### config.mk
export PLATFORM = sky130hd
export DESIGN_NAME = avalon_burst_copy
export DESIGN_NICKNAME = d
export VERILOG_FILES = /design/src/rtl/avalon_pkg.sv /design/src/rtl/burst_buffer.sv /design/src/rtl/avalon_burst_copy.sv
export SDC_FILE = /design/constraint.sdc
export NUM_CORES = 1
export LEC_CHECK = 0
export ABC_CLOCK_PERIOD_IN_PS = 6400
export CAP_MARGIN = 20
export CORE_MARGIN = 5
export CORE_UTILIZATION = 50
export DETAILED_ROUTE_END_ITERATION = 6
export DONT_BUFFER_PORTS = 1
export PLACE_DENSITY = 0.7
export SLEW_MARGIN = 20
export SYNTH_ARGS = -nofsm -noshare
export SYNTH_HDL_FRONTEND = slang
export SYNTH_SLANG_ARGS = --single-unit
export TNS_END_PERCENT = 10
### constraint.sdc
create_clock -name clk -period 6.4 [get_ports clk]
set_input_delay 1.28 -clock clk [delete_from_list [all_inputs] [get_ports clk]]
set_output_delay 1.28 -clock clk [all_outputs]
set_load 0.01 [all_outputs]
### src/rtl/avalon_pkg.sv
// Shared types and helpers for the Avalon-MM burst copy engine.
// The copy FSM alternates one read burst with one write burst through a small buffer.
package avalon_pkg;

  typedef enum logic [2:0] {
    IDLE,
    RD_REQ,
    RD_DATA,
    WR_BURST,
    DONE
  } copy_state_t;

  localparam int DEFAULT_BURSTCOUNT_W = 4;
  localparam int MAX_BURST            = 2 ** (DEFAULT_BURSTCOUNT_W - 1);

  function automatic int unsigned min_burst(input int unsigned remaining,
                                            input int unsigned max_burst);
    return (remaining < max_burst) ? remaining : max_burst;
  endfunction

endpackage

### src/rtl/burst_buffer.sv
// Word buffer holding one burst between its read and write phases.
// Synchronous write port, asynchronous read port; contents are not reset.
module burst_buffer #(
  parameter int DEPTH = 8,
  parameter int IDX_W = 3
) (
  input  logic             clk,
  input  logic             wr_en,
  input  logic [IDX_W-1:0] wr_idx,
  input  logic [31:0]      wr_data,
  input  logic [IDX_W-1:0] rd_idx,
  output logic [31:0]      rd_data
);

  logic [31:0] mem_reg [DEPTH];

  always_ff @(posedge clk) begin
    if (wr_en) begin
      mem_reg[wr_idx] <= wr_data;
    end
  end

  assign rd_data = mem_reg[rd_idx];

endmodule

### src/rtl/avalon_burst_copy.sv
// Avalon-MM host that copies a block of words from src_addr to dst_addr,
// moving up to MAX_BURST words per read burst followed by a matching write burst.
module avalon_burst_copy
  import avalon_pkg::*;
#(
  parameter int ADDR_W       = 32,
  parameter int BURSTCOUNT_W = 4,
  parameter int LEN_W        = 16
) (
  input  logic                    clk,
  input  logic                    reset,
  input  logic                    start,
  input  logic [ADDR_W-1:0]       src_addr,
  input  logic [ADDR_W-1:0]       dst_addr,
  input  logic [LEN_W-1:0]        length,
  output logic                    busy,
  output logic                    done,
  output logic [ADDR_W-1:0]       address,
  output logic                    read,
  output logic                    write,
  output logic [BURSTCOUNT_W-1:0] burstcount,
  output logic [3:0]              byteenable,
  output logic [31:0]             writedata,
  input  logic [31:0]             readdata,
  input  logic                    readdatavalid,
  input  logic                    waitrequest
);

  localparam int BURST_MAX = 2 ** (BURSTCOUNT_W - 1);
  localparam int IDX_W     = (BURSTCOUNT_W > 1) ? BURSTCOUNT_W - 1 : 1;

  copy_state_t             state_reg, state_next;
  logic [ADDR_W-1:0]       src_reg, src_next;
  logic [ADDR_W-1:0]       dst_reg, dst_next;
  logic [LEN_W-1:0]        remaining_reg, remaining_next;
  logic [BURSTCOUNT_W-1:0] burst_reg, burst_next;
  logic [IDX_W-1:0]        rd_idx_reg, rd_idx_next;
  logic [IDX_W-1:0]        wr_idx_reg, wr_idx_next;
  logic                    buf_we;
  logic [31:0]             buf_rdata;
  logic [ADDR_W-1:0]       burst_bytes;

  function automatic logic [BURSTCOUNT_W-1:0] burst_of(input logic [LEN_W-1:0] rem);
    int unsigned b;
    b = min_burst(32'(rem), BURST_MAX);
    return b[BURSTCOUNT_W-1:0];
  endfunction

  burst_buffer #(
    .DEPTH (BURST_MAX),
    .IDX_W (IDX_W)
  ) u_buffer (
    .clk     (clk),
    .wr_en   (buf_we),
    .wr_idx  (rd_idx_reg),
    .wr_data (readdata),
    .rd_idx  (wr_idx_reg),
    .rd_data (buf_rdata)
  );

  assign burst_bytes = ADDR_W'({burst_reg, 2'b00});
  assign byteenable  = 4'hF;
  // The buffer is undefined outside a write burst, so the bus sees zero there.
  assign writedata   = (state_reg == WR_BURST) ? buf_rdata : 32'd0;

  always_ff @(posedge clk or posedge reset) begin
    if (reset) begin
      state_reg     <= IDLE;
      src_reg       <= '0;
      dst_reg       <= '0;
      remaining_reg <= '0;
      burst_reg     <= BURSTCOUNT_W'(1);
      rd_idx_reg    <= '0;
      wr_idx_reg    <= '0;
    end else begin
      state_reg     <= state_next;
      src_reg       <= src_next;
      dst_reg       <= dst_next;
      remaining_reg <= remaining_next;
      burst_reg     <= burst_next;
      rd_idx_reg    <= rd_idx_next;
      wr_idx_reg    <= wr_idx_next;
    end
  end

  always_comb begin
    state_next     = state_reg;
    src_next       = src_reg;
    dst_next       = dst_reg;
    remaining_next = remaining_reg;
    burst_next     = burst_reg;
    rd_idx_next    = rd_idx_reg;
    wr_idx_next    = wr_idx_reg;
    buf_we         = 1'b0;
    busy           = 1'b0;
    done           = 1'b0;
    read           = 1'b0;
    write          = 1'b0;
    address        = '0;
    burstcount     = BURSTCOUNT_W'(1);

    case (state_reg)
      IDLE: begin
        if (start) begin
          src_next       = src_addr & ~ADDR_W'(3);
          dst_next       = dst_addr & ~ADDR_W'(3);
          remaining_next = length;
          burst_next     = burst_of(length);
          state_next     = (length == '0) ? DONE : RD_REQ;
        end
      end

      RD_REQ: begin
        busy       = 1'b1;
        read       = 1'b1;
        address    = src_reg;
        burstcount = burst_reg;
        if (!waitrequest) begin
          rd_idx_next = '0;
          state_next  = RD_DATA;
        end
      end

      RD_DATA: begin
        busy = 1'b1;
        if (readdatavalid) begin
          buf_we      = 1'b1;
          rd_idx_next = rd_idx_reg + 1'b1;
          if (BURSTCOUNT_W'(rd_idx_reg) == burst_reg - 1'b1) begin
            wr_idx_next = '0;
            state_next  = WR_BURST;
          end
        end
      end

      WR_BURST: begin
        busy       = 1'b1;
        write      = 1'b1;
        address    = dst_reg;
        burstcount = burst_reg;
        if (!waitrequest) begin
          wr_idx_next = wr_idx_reg + 1'b1;
          if (BURSTCOUNT_W'(wr_idx_reg) == burst_reg - 1'b1) begin
            // Both pointers advance by the burst just moved; the next burst size is fixed here.
            src_next       = src_reg + burst_bytes;
            dst_next       = dst_reg + burst_bytes;
            remaining_next = remaining_reg - LEN_W'(burst_reg);
            burst_next     = burst_of(remaining_next);
            state_next     = (remaining_next == '0) ? DONE : RD_REQ;
          end
        end
      end

      DONE: begin
        done       = 1'b1;
        state_next = IDLE;
      end

      default: state_next = IDLE;
    endcase
  end

endmodule

==> impl_metrics.prom, run 1 <==
# TYPE chip_impl_metric gauge
chip_impl_metric{name="worst_slew_pin_slew",unit="ns"} 1.095
chip_impl_metric{name="grt_overflow",unit=""} 0
chip_impl_info{name="timing.critical_path.slowest_stage_cell",value="sky130_fd_sc_hd__dfrtp_4"} 1
chip_impl_metric{name="worst_r2r_path_depth",unit=""} 9
chip_impl_metric{name="post_cts_buffers",unit=""} 0
chip_impl_info{name="cts_tree",value="done"} 1
chip_impl_metric{name="vias",unit=""} 10310
chip_impl_metric{name="average_instance_area_after_synthesis",unit="um2"} 13.09
chip_impl_info{name="timing_startpoint_of_the_critical_path",value="wr_idx_reg[0]"} 1
chip_impl_info{name="yosysTopAreaCell",value="sky130_fd_sc_hd__edfxtp_1"} 1
chip_impl_info{name="critPathLaunchType",value="register"} 1
chip_impl_metric{name="switching_fraction_of_total_power",unit="%"} 36.50
chip_impl_metric{name="detail_route.vias_per_cell",unit=""} 6.120
chip_impl_metric{name="detailed_placer_s_ending_hpwl",unit="mm"} 24.22
chip_impl_metric{name="finalWirelength",unit="mm"} 39.76
chip_impl_metric{name="worst_clock_skew",unit="ns"} 0.01979
chip_impl_metric{name="n_fill_cell",unit=""} 2544
chip_impl_metric{name="antenna_violating_nets_post_route",unit=""} 0
chip_impl_metric{name="ctsHtreeMaxLevel",unit=""} 2
chip_impl_metric{name="cts_inserted_buffers",unit=""} 38
chip_impl_metric{name="residual_drc_count",unit=""} 0
chip_impl_info{name="critPathCaptureType",value="output port"} 1
chip_impl_metric{name="die_w",unit="um"} 190.0
chip_impl_metric{name="worstPathMaxFanout",unit=""} 42
chip_impl_metric{name="final-hold-violation-count",unit=""} 0
chip_impl_info{name="setup_repair_after_global_routing_missed_its_margin",value="no"} 1
chip_impl_metric{name="finalSetupViolCount",unit=""} 0
chip_impl_metric{name="max_root_sink_buffers",unit=""} 3
chip_impl_metric{name="number_of_storage_elements_in_the_synthesis_netlist",unit=""} 345
chip_impl_metric{name="fp-row-count",unit=""} 66
chip_impl_metric{name="pre_repair_dr_iteration_count",unit=""} 5
chip_impl_metric{name="drv.max_cap_violation_count",unit=""} 0
chip_impl_metric{name="floorplan.initialDensity",unit="%"} 50.16
chip_impl_metric{name="holdBufCountCts",unit=""} 0
chip_impl_metric{name="whs_path_depth",unit=""} 2
chip_impl_metric{name="maxSlewHeadroom",unit="%"} 26.99
chip_impl_metric{name="synth-edff-count",unit=""} 256
chip_impl_metric{name="drt_iter0_drc",unit=""} 798
chip_impl_metric{name="synthesis.area",unit="um2"} 16200
chip_impl_metric{name="synth-async-reset-ratio",unit="%"} 25.80
chip_impl_metric{name="cellPowerDensity",unit="nW/um2"} 451.9
chip_impl_metric{name="ff_latch_area",unit="um2"} 9923
chip_impl_metric{name="fin_hold_ws",unit="ns"} 0.5040
chip_impl_metric{name="reg2reg_setup_slack",unit="ns"} 2.73
chip_impl_metric{name="clkTransAtPathRegs",unit="ns"} 0.05
chip_impl_info{name="timing.rr.start",value="burst_reg[1]"} 1
chip_impl_metric{name="cts_resized",unit=""} 0
chip_impl_metric{name="area_growth",unit="%"} 10.31
chip_impl_metric{name="tritoncts_num_sinks",unit=""} 345
chip_impl_metric{name="max_clock_freq",unit="MHz"} 228.5
chip_impl_metric{name="drive_gt1_share",unit="%"} 14.18
chip_impl_metric{name="grt_antenna_before_repair",unit=""} 1
chip_impl_info{name="synth-main-ff-cell",value="sky130_fd_sc_hd__edfxtp_1"} 1
chip_impl_metric{name="slew_violations",unit=""} 0
chip_impl_info{name="worstHoldStart",value="remaining_reg[2]"} 1
chip_impl_metric{name="worst-endpoint-arrival",unit="ns"} 3.10
chip_impl_metric{name="net_load_switching_power",unit="mW"} 2.947
chip_impl_metric{name="yosysTopAreaCellShare",unit="%"} 47.46
chip_impl_metric{name="p_int",unit="mW"} 5.126
chip_impl_metric{name="share_seq_of_total_power",unit="%"} 40.2
chip_impl_metric{name="data_required_time_at_the_worst_endpoint",unit="ns"} 5.12
chip_impl_metric{name="pin_count_of_the_biggest_net_entering_global_routing",unit=""} 81
chip_impl_info{name="hold_end",value="remaining_reg[2]"} 1
chip_impl_info{name="synth.area.top_cells",value="sky130_fd_sc_hd__edfxtp_1 (47%), sky130_fd_sc_hd__dfrtp_1 (14%), sky130_fd_sc_hd__mux4_2 (8.9%)"} 1
chip_impl_metric{name="static-leakage-power",unit="nW"} 6.028
chip_impl_metric{name="pwr-share-clk",unit="%"} 26.9
chip_impl_metric{name="synthDistinctLibCells",unit=""} 76
chip_impl_metric{name="max-vdd-ir-drop",unit="mV"} 0.2766
chip_impl_metric{name="synth_sequential_area_ratio",unit="%"} 61.22
chip_impl_metric{name="timing.final.crit_period",unit="ns"} 4.376
chip_impl_metric{name="die_h",unit="um"} 190.0
chip_impl_metric{name="first_global_vias",unit=""} 10290
chip_impl_info{name="min-delay-path-class",value="reg -> reg"} 1
chip_impl_metric{name="io_pins",unit=""} 193
chip_impl_info{name="crit_chain",value="buf_4, mux4_2, mux2i_1, nor2_1"} 1
chip_impl_metric{name="avgRoutedWirePerCell",unit="um"} 23.59
chip_impl_metric{name="port_buffers",unit=""} 0
chip_impl_metric{name="post-route-period-util",unit="%"} 68.37
chip_impl_metric{name="syn-instance-count",unit=""} 1237
chip_impl_metric{name="standard_cell_core_area",unit="um2"} 32290
chip_impl_metric{name="worstSkewPairLatency",unit="ns"} 0.54
chip_impl_metric{name="nNetsFinal",unit=""} 1349
chip_impl_metric{name="gp_congestion",unit=""} 0.8741
chip_impl_metric{name="yosys_warnings",unit=""} 0
chip_impl_metric{name="multi_input_area",unit="um2"} 5921
chip_impl_metric{name="max_stage_delay",unit="ns"} 0.95
chip_impl_metric{name="power_frac_comb",unit="%"} 33.0
chip_impl_metric{name="largest_reg_flops",unit=""} 256
chip_impl_info{name="ctsRootBufferMaster",value="sky130_fd_sc_hd__clkbuf_16"} 1
chip_impl_info{name="timing.setup.critical_path_class",value="reg -> out"} 1
chip_impl_metric{name="grt_usage",unit="%"} 21.61
chip_impl_metric{name="setup_total_negative_slack",unit="ns"} 0
chip_impl_info{name="run_status",value="complete, no violations"} 1
chip_impl_info{name="r2r_endpoint",value="src_reg[11]"} 1
chip_impl_metric{name="die_area",unit="um2"} 36090
chip_impl_metric{name="grt_first_pass_wirelength",unit="mm"} 60.89
worst max path at each step:
stage | end | slack, ns | cells past startpoint
4_1_cts | writedata[25] | 1.93 | 4
2_1_floorplan | u_buffer.mem_reg[2][0] | 1.23 | 3
5_1_grt | writedata[25] | 1.80 | 4
6_report | writedata[25] | 2.02 | 4
3_3_place_gp | writedata[25] | 2.49 | 4
3_5_place_dp | writedata[25] | 2.49 | 4
cell families after synthesis:
logic type / share of synthesized area, %
and+or+nand+nor: 9.919
adders and majority gates: 1.530
xor gates and xnor gates: 0.5949
muxes: 12.85
AOI/OAI and AO/OA: 11.06
other: 0.04637
buffers and inverters: 2.773
DFF: 61.22
power by group through the flow:
stage / clock network, mW / logic [mW] / registers [mW]
global route: 2.33 / 2.92 / 3.30
finish: 2.17 / 2.66 / 3.24
detailed placement: 0 / 2.65 / 3.29
CTS: 2.22 / 2.66 / 3.24
floorplan: 0 / 2.25 / 3.02
global placement: 0 / 2.60 / 3.27
per-layer routing:
layer  up-vias  global-route usage, %  routed length (um)
li1       4716                      -                   -
met1      5145                  28.31               15950
met2       387                  36.00               19330
met3        65                  5.798                3477
met4         0                  5.899                 998
met5         -                      0                   0
cell type report:
cell class              instances  share of cell area (%)
well taps                     442                   3.095
clock inverters                20                   1.366
multi-input cells             792                   33.14
repair buffers                 19                  0.7984
inverters                      18                  0.4062
diodes                          2                 0.02801
clock buffers                  47                   5.624
flip-flops and latches        345                   55.54
critical path, delay by kind of cell (launching register included):
kind	cells	cell delay (ns)
DFF	1	0.95
muxes	2	0.83
buffers and inverters	1	0.61
and+or+nand+nor	1	0.12
cell usage after synthesis, types with 7 or more instances:
cell type                   instances
sky130_fd_sc_hd__o21ai_0           63
sky130_fd_sc_hd__buf_1             10
sky130_fd_sc_hd__a211oi_1           9
sky130_fd_sc_hd__nand4_1           14
sky130_fd_sc_hd__nand2_1           86
sky130_fd_sc_hd__inv_1             18
sky130_fd_sc_hd__o31ai_1            7
sky130_fd_sc_hd__o22ai_1           29
sky130_fd_sc_hd__a2bb2oi_1         13
sky130_fd_sc_hd__ha_1              15
sky130_fd_sc_hd__nor2_1           127
sky130_fd_sc_hd__dfrtp_1           88
sky130_fd_sc_hd__and2_1             9
sky130_fd_sc_hd__nor4_1             8
sky130_fd_sc_hd__nand3_1           22
sky130_fd_sc_hd__nor2b_1            7
sky130_fd_sc_hd__buf_2             23
sky130_fd_sc_hd__nor3_1            26
sky130_fd_sc_hd__a21o_1             7
sky130_fd_sc_hd__edfxtp_1         256
sky130_fd_sc_hd__a31oi_1            7
sky130_fd_sc_hd__xnor2_1            8
sky130_fd_sc_hd__a21oi_1          101
sky130_fd_sc_hd__clkbuf_1          46
sky130_fd_sc_hd__and3_1            10
sky130_fd_sc_hd__a22oi_1            7
sky130_fd_sc_hd__mux2i_1           64
sky130_fd_sc_hd__mux4_2            64
layout by cell type, fill, tap and decap left out, drive strengths merged, types with 14 or more instances in the layout:
cell type / instances
a21oi: 102
buf: 19
clkbuf: 47
dfrtp: 88
edfxtp: 256
ha: 15
inv: 21
mux2i: 64
mux4: 64
nand2: 86
nand3: 23
nand4: 14
nor2: 128
nor3: 27
o21ai: 66
o22ai: 29
stage by stage:
| stage | std cells | total power, mW | setup slack, ns | area (um2) | utilization (%) |
|---|---|---|---|---|---|
| CTS | 1683 | 8.130 | 1.934 | 17850 | 55.29 |
| global route | 1684 | 8.551 | 1.796 | 17860 | 55.32 |
| floorplan | 1241 | 5.274 | 1.228 | 16210 | - |
| detailed placement | 1616 | 5.935 | 2.492 | 16600 | 51.42 |
| finish | 1685 | 8.073 | 2.024 | 17870 | 55.33 |
| global placement | 1616 | 5.864 | 2.486 | 16600 | 51.42 |
Note: power is estimated with default switching activity, not from simulation.
==> run 2, diff against run 1 <==
Settings changed: ABC_CLOCK_PERIOD_IN_PS 6400 to 4200.
Clock period 6.4 ns to 4.2 ns, I/O delays scaled along.
==> run 2 against run 1 <==
Against the previous run:
- register-to-register slack got worse by 1.7 ns
- global-route usage about the same
- total power increased by 49%
- cell area decreased by 0.39%
- non-clock buffer count increased by 8
- clock power increased by 37%
- combinational power increased by 55%
- die area unchanged
- sequential power increased by 52%
- critical endpoint is now writedata[30]
==> impl_metrics.prom, run 2 (same netlist as run 1, synthesis figures left out) <==
# TYPE chip_impl_metric gauge
chip_impl_metric{name="fp-row-count",unit=""} 66
chip_impl_metric{name="drv.max_cap_violation_count",unit=""} 0
chip_impl_metric{name="static-leakage-power",unit="nW"} 6.015
chip_impl_metric{name="first_global_vias",unit=""} 10460
chip_impl_metric{name="cellPowerDensity",unit="nW/um2"} 675.5
chip_impl_metric{name="drt_iter0_drc",unit=""} 715
chip_impl_metric{name="post_cts_buffers",unit=""} 0
chip_impl_info{name="min-delay-path-class",value="in -> async"} 1
chip_impl_metric{name="post-route-period-util",unit="%"} 83.30
chip_impl_metric{name="max-vdd-ir-drop",unit="mV"} 0.4861
chip_impl_metric{name="worst_slew_pin_slew",unit="ns"} 1.011
chip_impl_info{name="crit_chain",value="buf_4, mux4_2, mux2i_1, nor2_1"} 1
chip_impl_metric{name="drive_gt1_share",unit="%"} 14.45
chip_impl_info{name="critPathCaptureType",value="output port"} 1
chip_impl_info{name="worst_path_dominant_cell_family",value="flip-flops"} 1
chip_impl_metric{name="holdBufCountCts",unit=""} 0
chip_impl_info{name="timing.critical_path.slowest_stage_cell",value="sky130_fd_sc_hd__dfrtp_4"} 1
chip_impl_metric{name="timing.final.ws_setup",unit="ns"} 0.7013
chip_impl_metric{name="io_pins",unit=""} 193
chip_impl_metric{name="grt_first_pass_wirelength",unit="mm"} 61.02
chip_impl_metric{name="nNetsFinal",unit=""} 1357
chip_impl_metric{name="avgRoutedWirePerCell",unit="um"} 23.48
chip_impl_metric{name="timing.final.crit_period",unit="ns"} 3.499
chip_impl_metric{name="pre_repair_dr_iteration_count",unit=""} 5
chip_impl_metric{name="tritoncts_num_sinks",unit=""} 345
chip_impl_metric{name="area_growth",unit="%"} 9.880
chip_impl_metric{name="vias",unit=""} 10350
chip_impl_info{name="ctsRootBufferMaster",value="sky130_fd_sc_hd__clkbuf_16"} 1
chip_impl_metric{name="detail_route.vias_per_cell",unit=""} 6.128
chip_impl_metric{name="cts_inserted_buffers",unit=""} 38
chip_impl_metric{name="worst_clock_skew",unit="ns"} 0.02787
chip_impl_metric{name="antenna_violating_nets_post_route",unit=""} 0
chip_impl_metric{name="slew_violations",unit=""} 0
chip_impl_metric{name="worstSkewPairLatency",unit="ns"} 0.53
chip_impl_info{name="timing.setup.critical_path_class",value="reg -> out"} 1
chip_impl_metric{name="die_h",unit="um"} 190.0
chip_impl_metric{name="ctsHtreeMaxLevel",unit=""} 2
chip_impl_metric{name="floorplan.initialDensity",unit="%"} 50.16
chip_impl_metric{name="final-hold-violation-count",unit=""} 0
chip_impl_metric{name="die_w",unit="um"} 190.0
chip_impl_metric{name="data_required_time_at_the_worst_endpoint",unit="ns"} 3.36
chip_impl_metric{name="cts_resized",unit=""} 0
chip_impl_metric{name="worstPathMaxFanout",unit=""} 36
chip_impl_metric{name="design_power_total",unit="mW"} 12.02
chip_impl_info{name="run_status",value="complete, no violations"} 1
chip_impl_metric{name="max_clock_freq",unit="MHz"} 285.8
chip_impl_metric{name="worst-endpoint-arrival",unit="ns"} 2.66
chip_impl_metric{name="gp_congestion",unit=""} 0.8942
chip_impl_metric{name="finalWirelength",unit="mm"} 39.65
chip_impl_metric{name="port_buffers",unit=""} 0
chip_impl_metric{name="max_stage_delay",unit="ns"} 0.91
chip_impl_info{name="critPathLaunchType",value="register"} 1
chip_impl_metric{name="finalSetupViolCount",unit=""} 0
chip_impl_metric{name="largest_reg_flops",unit=""} 256
chip_impl_metric{name="path_buf_inv",unit=""} 1
chip_impl_metric{name="maxSlewHeadroom",unit="%"} 32.10
chip_impl_info{name="setup_repair_after_global_routing_missed_its_margin",value="no"} 1
chip_impl_metric{name="clkTransAtPathRegs",unit="ns"} 0.06
chip_impl_metric{name="pre_cts_ws",unit="ns"} 1.085
chip_impl_metric{name="grt_usage",unit="%"} 21.58
chip_impl_metric{name="die_area",unit="um2"} 36090
chip_impl_metric{name="residual_drc_count",unit=""} 0
chip_impl_metric{name="max_root_sink_buffers",unit=""} 3
chip_impl_info{name="cts_tree",value="done"} 1
chip_impl_metric{name="detailed_placer_s_ending_hpwl",unit="mm"} 25.06
chip_impl_metric{name="standard_cell_core_area",unit="um2"} 32290
chip_impl_metric{name="grt_antenna_before_repair",unit=""} 1
chip_impl_info{name="most_frequent_cells_in_the_layout",value="sky130_fd_sc_hd__edfxtp_1 (256), sky130_fd_sc_hd__nor2_1 (126), sky130_fd_sc_hd__a21oi_1 (101), sky130_fd_sc_hd__nand2_1 (84), sky130_fd_sc_hd__dfrtp_1 (84)"} 1
chip_impl_metric{name="pin_count_of_the_biggest_net_entering_global_routing",unit=""} 70
chip_impl_info{name="layout_commonest_cell",value="sky130_fd_sc_hd__edfxtp_1"} 1
chip_impl_metric{name="grt_overflow",unit=""} 0
-- run 2: per-layer routing --
layer,wire [um],GRT usage (%)
met5,0,0
met4,820,4.869
met3,3478,5.266
met2,19830,37.54
met1,15530,27.63
-- run 2: area by class of cell --
| class | count | area, um2 |
|---|---|---|
| sequential | 345 | 9923 |
| tap | 442 | 553.0 |
| inverter | 18 | 72.57 |
| antenna | 1 | 2.502 |
| clock inverter | 16 | 96.34 |
| multi-input combinational | 792 | 5911 |
| fill | 2637 | 14490 |
| clock buffer | 48 | 998.5 |
| timing repair buffer | 27 | 240.2 |
-- run 2: metrics by stage --
| stage | setup TNS (ns) | util (%) | instances | cell area (um2) | hold slack, ns |
|---|---|---|---|---|---|
| 6_report | 0 | 55.12 | 1689 | 17800 | 0.3923 |
| 4_1_cts | 0 | 55.11 | 1688 | 17790 | 0.3887 |
| 3_3_place_gp | 0 | 51.72 | 1624 | 16700 | 0.4731 |
| 5_1_grt | 0 | 55.12 | 1689 | 17800 | 0.3842 |
| 2_1_floorplan | -50.98 | - | 1241 | 16210 | 0.4563 |
| 3_5_place_dp | 0 | 51.72 | 1624 | 16700 | 0.4865 |
-- run 2: worst paths after layout --
kind / cells past startpoint / to / slack (ns) / startpoint
max: 4 / writedata[30] / 0.70 / wr_idx_reg[0]
min: 1 / src_reg[3] / 0.39 / reset
max reg2reg: 9 / dst_reg[30] / 1.03 / burst_reg[0]
min reg2reg: 2 / remaining_reg[2] / 0.49 / remaining_reg[2]
max in group asynchronous: 2 / burst_reg[0] / 2.86 / reset
min in group clk: 0 / u_buffer.mem_reg[7][13] / 0.41 / readdata[13]
-- run 2: power breakdown --
group          total (mW)  leakage (nW)  switching [mW]  internal [mW]
clock                2.98         0.539            1.30           1.68
combinational        4.11          2.14            2.43           1.68
sequential           4.93          3.33           0.720           4.21
